<file path="src/rtl/packet_proto_pkg.sv">
// packet_proto_pkg: framing constants, FSM states and helpers shared by the packet encode and decode FSMs.
package packet_proto_pkg;

    localparam logic [31:0] PKT_RESYNC  = 32'h1EDC6F41;
    localparam logic [31:0] PKT_SOP     = 32'h741B8CD7;
    localparam int          PKT_CMD_LSB = 24;
    localparam int          PKT_CMD_MSB = 25;

    typedef enum logic [2:0] {
        sIDLE,
        sRESYNC,
        sSOP,
        sCMD,
        sNUM,
        sPAYLOAD
    } pkt_state_t;

    function automatic logic [31:0] byte_swap32(input logic [31:0] w);
        return {w[7:0], w[15:8], w[23:16], w[31:24]};
    endfunction

endpackage

</file>
<file path="src/rtl/packet_encode_fsm.sv">
// packet_encode_fsm: frames FWFT FIFO payload into [RESYNC] SOP CMD NUM payload words for the serializer.
// Define PACKET_ENCODE_AUTO_RESYNC_EN to precede every packet with a RESYNC word.
module packet_encode_fsm
    import packet_proto_pkg::*;
#(
    parameter logic [31:0] P_RESYNC = PKT_RESYNC,
    parameter logic [31:0] P_SOP    = PKT_SOP,
    parameter int          P_CNT_W  = 32
) (
    input  logic               i_clk,
    input  logic               i_reset,
    input  logic               i_start,
    input  logic [1:0]         i_packet_command,
    input  logic [P_CNT_W-1:0] i_num_words,
    input  logic               i_resync_req,
    input  logic [31:0]        i_fifo_data,
    input  logic               i_fifo_empty,
    output logic               o_fifo_rd_en,
    output logic               o_tx_word_cmd,
    output logic [31:0]        o_tx_word_data,
    input  logic               i_tx_ready,
    output logic               o_busy,
    output logic               o_packet_sent,
    output logic               o_packet_aborted,
    output logic               o_start_rejected,
    output logic               o_payload_collision
);

    pkt_state_t         state_q, state_d;
    logic [P_CNT_W-1:0] cnt_q, cnt_d;
    logic [1:0]         cmd_q, cmd_d;
    logic               pend_q, pend_d, auto_q, auto_d;
    logic               sent_d, abort_d, rej_d;
    logic               xfer;
    logic [31:0]        cmd_word;

    assign cmd_word = 32'(cmd_q) << PKT_CMD_LSB;
    assign o_busy = state_q != sIDLE;
    assign o_tx_word_cmd = (state_q == sPAYLOAD) ? !i_fifo_empty : o_busy;
    assign o_tx_word_data = (state_q == sRESYNC)  ? P_RESYNC :
                            (state_q == sSOP)     ? P_SOP :
                            (state_q == sCMD)     ? cmd_word :
                            (state_q == sNUM)     ? byte_swap32(32'(cnt_q)) :
                            (state_q == sPAYLOAD) ? i_fifo_data : '0;
    assign xfer = o_tx_word_cmd && i_tx_ready;
    assign o_fifo_rd_en = (state_q == sPAYLOAD) && xfer;
    assign o_payload_collision = o_fifo_rd_en && (i_fifo_data == P_RESYNC || i_fifo_data == P_SOP);

    always_ff @(posedge i_clk or posedge i_reset) begin
        if (i_reset) begin
            state_q          <= sIDLE;
            cnt_q            <= '0;
            cmd_q            <= '0;
            pend_q           <= 1'b0;
            auto_q           <= 1'b0;
            o_packet_sent    <= 1'b0;
            o_packet_aborted <= 1'b0;
            o_start_rejected <= 1'b0;
        end else begin
            state_q          <= state_d;
            cnt_q            <= cnt_d;
            cmd_q            <= cmd_d;
            pend_q           <= pend_d;
            auto_q           <= auto_d;
            o_packet_sent    <= sent_d;
            o_packet_aborted <= abort_d;
            o_start_rejected <= rej_d;
        end
    end

    // A resync request during a packet is held until the current word is accepted.
    always_comb begin
        state_d = state_q;
        cnt_d   = cnt_q;
        cmd_d   = cmd_q;
        auto_d  = auto_q;
        pend_d  = pend_q || (o_busy && state_q != sRESYNC && i_resync_req);
        sent_d  = 1'b0;
        abort_d = 1'b0;
        rej_d   = i_start && o_busy;
        case (state_q)
            sIDLE: begin
                if (i_resync_req) begin
                    state_d = sRESYNC;
                    rej_d   = i_start;
                end else if (i_start && i_num_words == '0) begin
                    rej_d = 1'b1;
                end else if (i_start) begin
                    cmd_d = i_packet_command;
                    cnt_d = i_num_words;
`ifdef PACKET_ENCODE_AUTO_RESYNC_EN
                    state_d = sRESYNC;
                    auto_d  = 1'b1;
`else
                    state_d = sSOP;
`endif
                end
            end
            sRESYNC: begin
                if (xfer) begin
                    state_d = auto_q ? sSOP : sIDLE;
                    auto_d  = 1'b0;
                end
            end
            sSOP, sCMD, sNUM: begin
                if (xfer)
                    state_d = pend_d ? sRESYNC : (state_q == sSOP) ? sCMD : (state_q == sCMD) ? sNUM : sPAYLOAD;
            end
            sPAYLOAD: begin
                if (xfer)
                    cnt_d = cnt_q - 1'b1;
                if (xfer && cnt_q == P_CNT_W'(1)) begin
                    state_d = pend_d ? sRESYNC : sIDLE;
                    sent_d  = 1'b1;
                end else if (pend_d && (xfer || i_fifo_empty)) begin
                    state_d = sRESYNC;
                end
            end
            default: state_d = sIDLE;
        endcase
        // A fully sent packet followed by a pending resync is not an abort.
        if (state_d == sRESYNC && state_q != sIDLE && state_q != sRESYNC) begin
            pend_d  = 1'b0;
            abort_d = !sent_d;
        end
    end

endmodule

</file>
<file path="config.mk">
export PLATFORM = sky130hd
export DESIGN_NAME = packet_encode_fsm
export DESIGN_NICKNAME = d
export VERILOG_FILES = /design/src/rtl/packet_proto_pkg.sv /design/src/rtl/packet_encode_fsm.sv
export SDC_FILE = /design/constraint.sdc
export NUM_CORES = 1
export LEC_CHECK = 0
export CORE_ASPECT_RATIO = 2
export CORE_MARGIN = 10
export CORE_UTILIZATION = 40
export CTS_BUF_LIST = sky130_fd_sc_hd__clkbuf_4
export DETAILED_ROUTE_END_ITERATION = 6
export GPL_ROUTABILITY_DRIVEN = 0
export PLACE_DENSITY_LB_ADDON = 0.2
export SYNTH_ARGS = -nofsm -noshare
export SYNTH_HDL_FRONTEND = slang
export SYNTH_SLANG_ARGS = --single-unit
</file>
<file path="constraint.sdc">
create_clock -name i_clk -period 3.2 [get_ports i_clk]
set_clock_uncertainty 0.2 [all_clocks]
set_input_delay 0.64 -clock i_clk [delete_from_list [all_inputs] [get_ports i_clk]]
set_output_delay 0.64 -clock i_clk [all_outputs]
set_load 0.05 [all_outputs]
</file>
==> reports/metrics.cfg <==
[worst_setup_path]
worst_path_max_delay_cell = nor4b_1
crit_path_max_fanout = 3
worstSetupStartpointType = primary input
path_cells = clkdlybuf4s50_1 > nor4b_1 > nand4_1 > a21oi_2 > buf_12
crit_type = in2out
setup.worst_path.end_class = output pin
arrival_ps = 2250
critical_path.max_stage_delay_ps = 580
crit_required_ps = 2360
critPathTopFamily = simple AND/OR/NAND/NOR gates
path_buf_inv = 2

[power_and_ir_drop]
p_int_mw = 2.363
p_seq_share_pct = 23.6
clkPwrFrac_pct = 5.2
p_leak_nw = 1.958
peakVddDrop_v = 0.0004671
p_sw_share_pct = 51.95
combPwrFrac_pct = 71.1
p_switching_mw = 2.555
pwr_density_cell_mw_per_mm2 = 942.4

[placed_design]
io_buffers = 110
placed_area_mm2 = 0.005164
dp.final_hpwl_um = 12170

[sta]
setup_tns_ps = 0
max_slew_margin_pct = 39.90
fmaxAchievable_ghz = 0.3239
timing.final.crit_period_ps = 3087
rsz0062_at_grt = false
setup_violations = 0
hold_viol_final = 0
tightestPinTransition_ps = 893.3
drv_slew = 0
final.period_utilization_pct = 96.48

[routing]
ant_nets = 0
finalWirelength_um = 15750
viasPerCell = 6.595
drtIter0Drc = 427
drcViolationCount = 0
dr.pass1.iters = 5
routedWlPerCell_um = 23.47
vias = 4425

[floorplan]
die_w_um = 86.67
num_rows = 48
die_h_um = 153.3
core_mm2 = 0.008648
ios = 111
start_util_pct = 41.12
design.die.area_mm2 = 0.01329

[yosys]
yosysUniqueCellTypes = 61
async_flop_share_pct = 100.0
synth_fp_nets = 540
ys_seq_area_share_pct = 28.85
avgSynthCellArea_um2 = 7.631
synth_cells = 466
synth.cell_area_mm2 = 0.003556
synth-main-ff-cell = dfrtp_1
synth_edf_count = 0
yosysWarnings = 0
ys_seq_elements = 41

[clock_network]
cts_sinks = 41
cts_setup_buffers = 0
cts.clk_slew.worst_paths_ps = 120
cts_max_level = 2
clock_latency_ps = 380
cts_root_buffer = clkbuf_4
cts_buffers = 5
cts_hold_buf = 0
clock_path_buffers = 2
cts_tree = done

[layout]
drive_gt1_share_pct = 14.91
num-fill-cells = 792
area_delta_synth_final_pct = 46.76
nNetsFinal = 645
finalInstanceArea_mm2 = 0.005219

[global_route]
grtUsageTotal_pct = 23.14
grt_pass1_wl_um = 24590
grt_antenna_before_repair = 1
gr-total-overflow = 0
grt_pass1_vias = 4460
grt_max_degree = 42

[run]
cap_violations = 0

[run_status]
status = finished clean

[hold_path]
min_path_type = reg2reg

-- cell usage in the layout, fill, tap and decap left out, drive strengths merged, types with 12 or more instances in the layout --
cell / instances
o22ai: 12
nor4: 21
nand2: 40
a211oi: 13
nand4: 12
a21oi: 31
o21ai: 49
nor2: 34
buf: 64
nor3: 25
clkdlybuf4s50: 74
dfrtp: 41
mux2i: 14
-- metrics by stage --
stage                     utilization [%]  instances  power [mW]  hold slack [ps]  setup WS (ps)
after floorplan                         -        466       2.962            237.9          84.71
after global placement              59.71        664       4.590            290.8          134.1
after detailed placement            59.71        664       4.628            294.1          85.27
after CTS                           60.20        670       4.889            324.6          59.55
after global routing                60.34        671       5.170            349.5          16.97
final                               60.34        671       4.918            322.7          112.7
-- timing repair --
item | 4_1_cts | 5_1_grt
gates resized for setup | 0 | 3
endpoints found under the setup margin | 0 | 17
endpoints found under the hold margin | 0 | 0
-- cells by family (layout without fill, tap and decap cells) --
family / Yosys count / after routing / synth area share, %
multiplexers: 14 / 14 / 3.941
AO/OA/AOI/OAI: 167 / 167 / 30.93
other: 0 / 1 / 0
AND/OR/NAND/NOR: 194 / 194 / 29.91
adder cells (fa/ha/maj): 2 / 2 / 0.7036
buffers and inverters: 48 / 152 / 5.665
flip-flops: 41 / 41 / 28.85
-- flip-flops by register name, summed over array words and instances, names as in the netlist --
register / cells
pend_q: 1
cmd_q: 2
o_packet_sent: 1
state_q: 3
o_start_rejected: 1
o_packet_aborted: 1
cnt_q: 32
-- synth_stat cells, types with 4 or more instances --
cell | number | area, um2
a211oi_1 | 13 | 97.59
a21boi_0 | 8 | 60.06
a21oi_1 | 31 | 155.2
a22o_1 | 5 | 43.79
a22oi_1 | 6 | 45.04
and3_1 | 4 | 25.02
and4_1 | 5 | 43.79
and4b_1 | 4 | 40.04
buf_2 | 5 | 25.02
clkbuf_1 | 33 | 123.9
dfrtp_1 | 41 | 1026
inv_1 | 7 | 26.28
mux2i_1 | 14 | 140.1
nand2_1 | 40 | 150.1
nand2b_1 | 7 | 43.79
nand3_1 | 9 | 45.04
nand4_1 | 12 | 75.07
nor2_1 | 34 | 127.6
nor2b_1 | 5 | 31.28
nor3_1 | 24 | 120.1
nor4_1 | 20 | 125.1
nor4b_1 | 4 | 35.03
o21ai_0 | 49 | 245.2
o22ai_1 | 12 | 75.07
o2bb2ai_1 | 9 | 78.83
or3_1 | 8 | 50.05
-- power groups by stage --
stage,logic (mW),registers (mW),clock network (mW)
CTS,3.49,1.14,0.264
global route,3.70,1.20,0.274
finish,3.50,1.16,0.258
floorplan,1.99,0.977,0
global placement,3.46,1.13,0
detailed placement,3.48,1.15,0
-- cell type report --
class,instances,area [um2],share of cell area [%]
antenna,1,2.502,0.04795
clock buffer,5,37.54,0.7193
clock inverter,1,5.005,0.09590
inverter,8,30.03,0.5754
multi-input combinational,377,2346,44.95
sequential,41,1026,19.66
tap,100,125.1,2.398
timing repair buffer,138,1647,31.55
-- metal layers --
layer	track usage [%]	part of all wire (%)	vias up
met3	4.364	7.9	65
li1	-	-	2016
met5	0	0	-
met4	11.02	5.5	0
met1	25.35	36	2058
met2	40.67	51	286
-- tightest hold or removal path: stages, from the launching register on --
cell and delay [ps]:
dfrtp_1 370, nand2_1 60, nand2_1 60
-- worst paths after layout --
kind                                       startpoint                         end  slack [ps]  cells past startpoint
max in group asynchronous                     i_reset       cnt_q[27]$_DFFE_PP0P_        1890                      3
worst min register to register   cmd_q[1]$_DFFE_PP0P_        cmd_q[1]$_DFFE_PP0P_         320                      2
worst max register to register  cnt_q[16]$_DFFE_PP0P_  o_packet_aborted$_DFF_PP0_         310                      5
worst min-delay path             cmd_q[1]$_DFFE_PP0P_        cmd_q[1]$_DFFE_PP0P_         320                      2
worst max-delay path                   i_fifo_data[7]         o_payload_collision         110                      5
min in group asynchronous                     i_reset        cmd_q[0]$_DFFE_PP0P_         490                      3
Note: power is estimated with default switching activity, not from simulation.
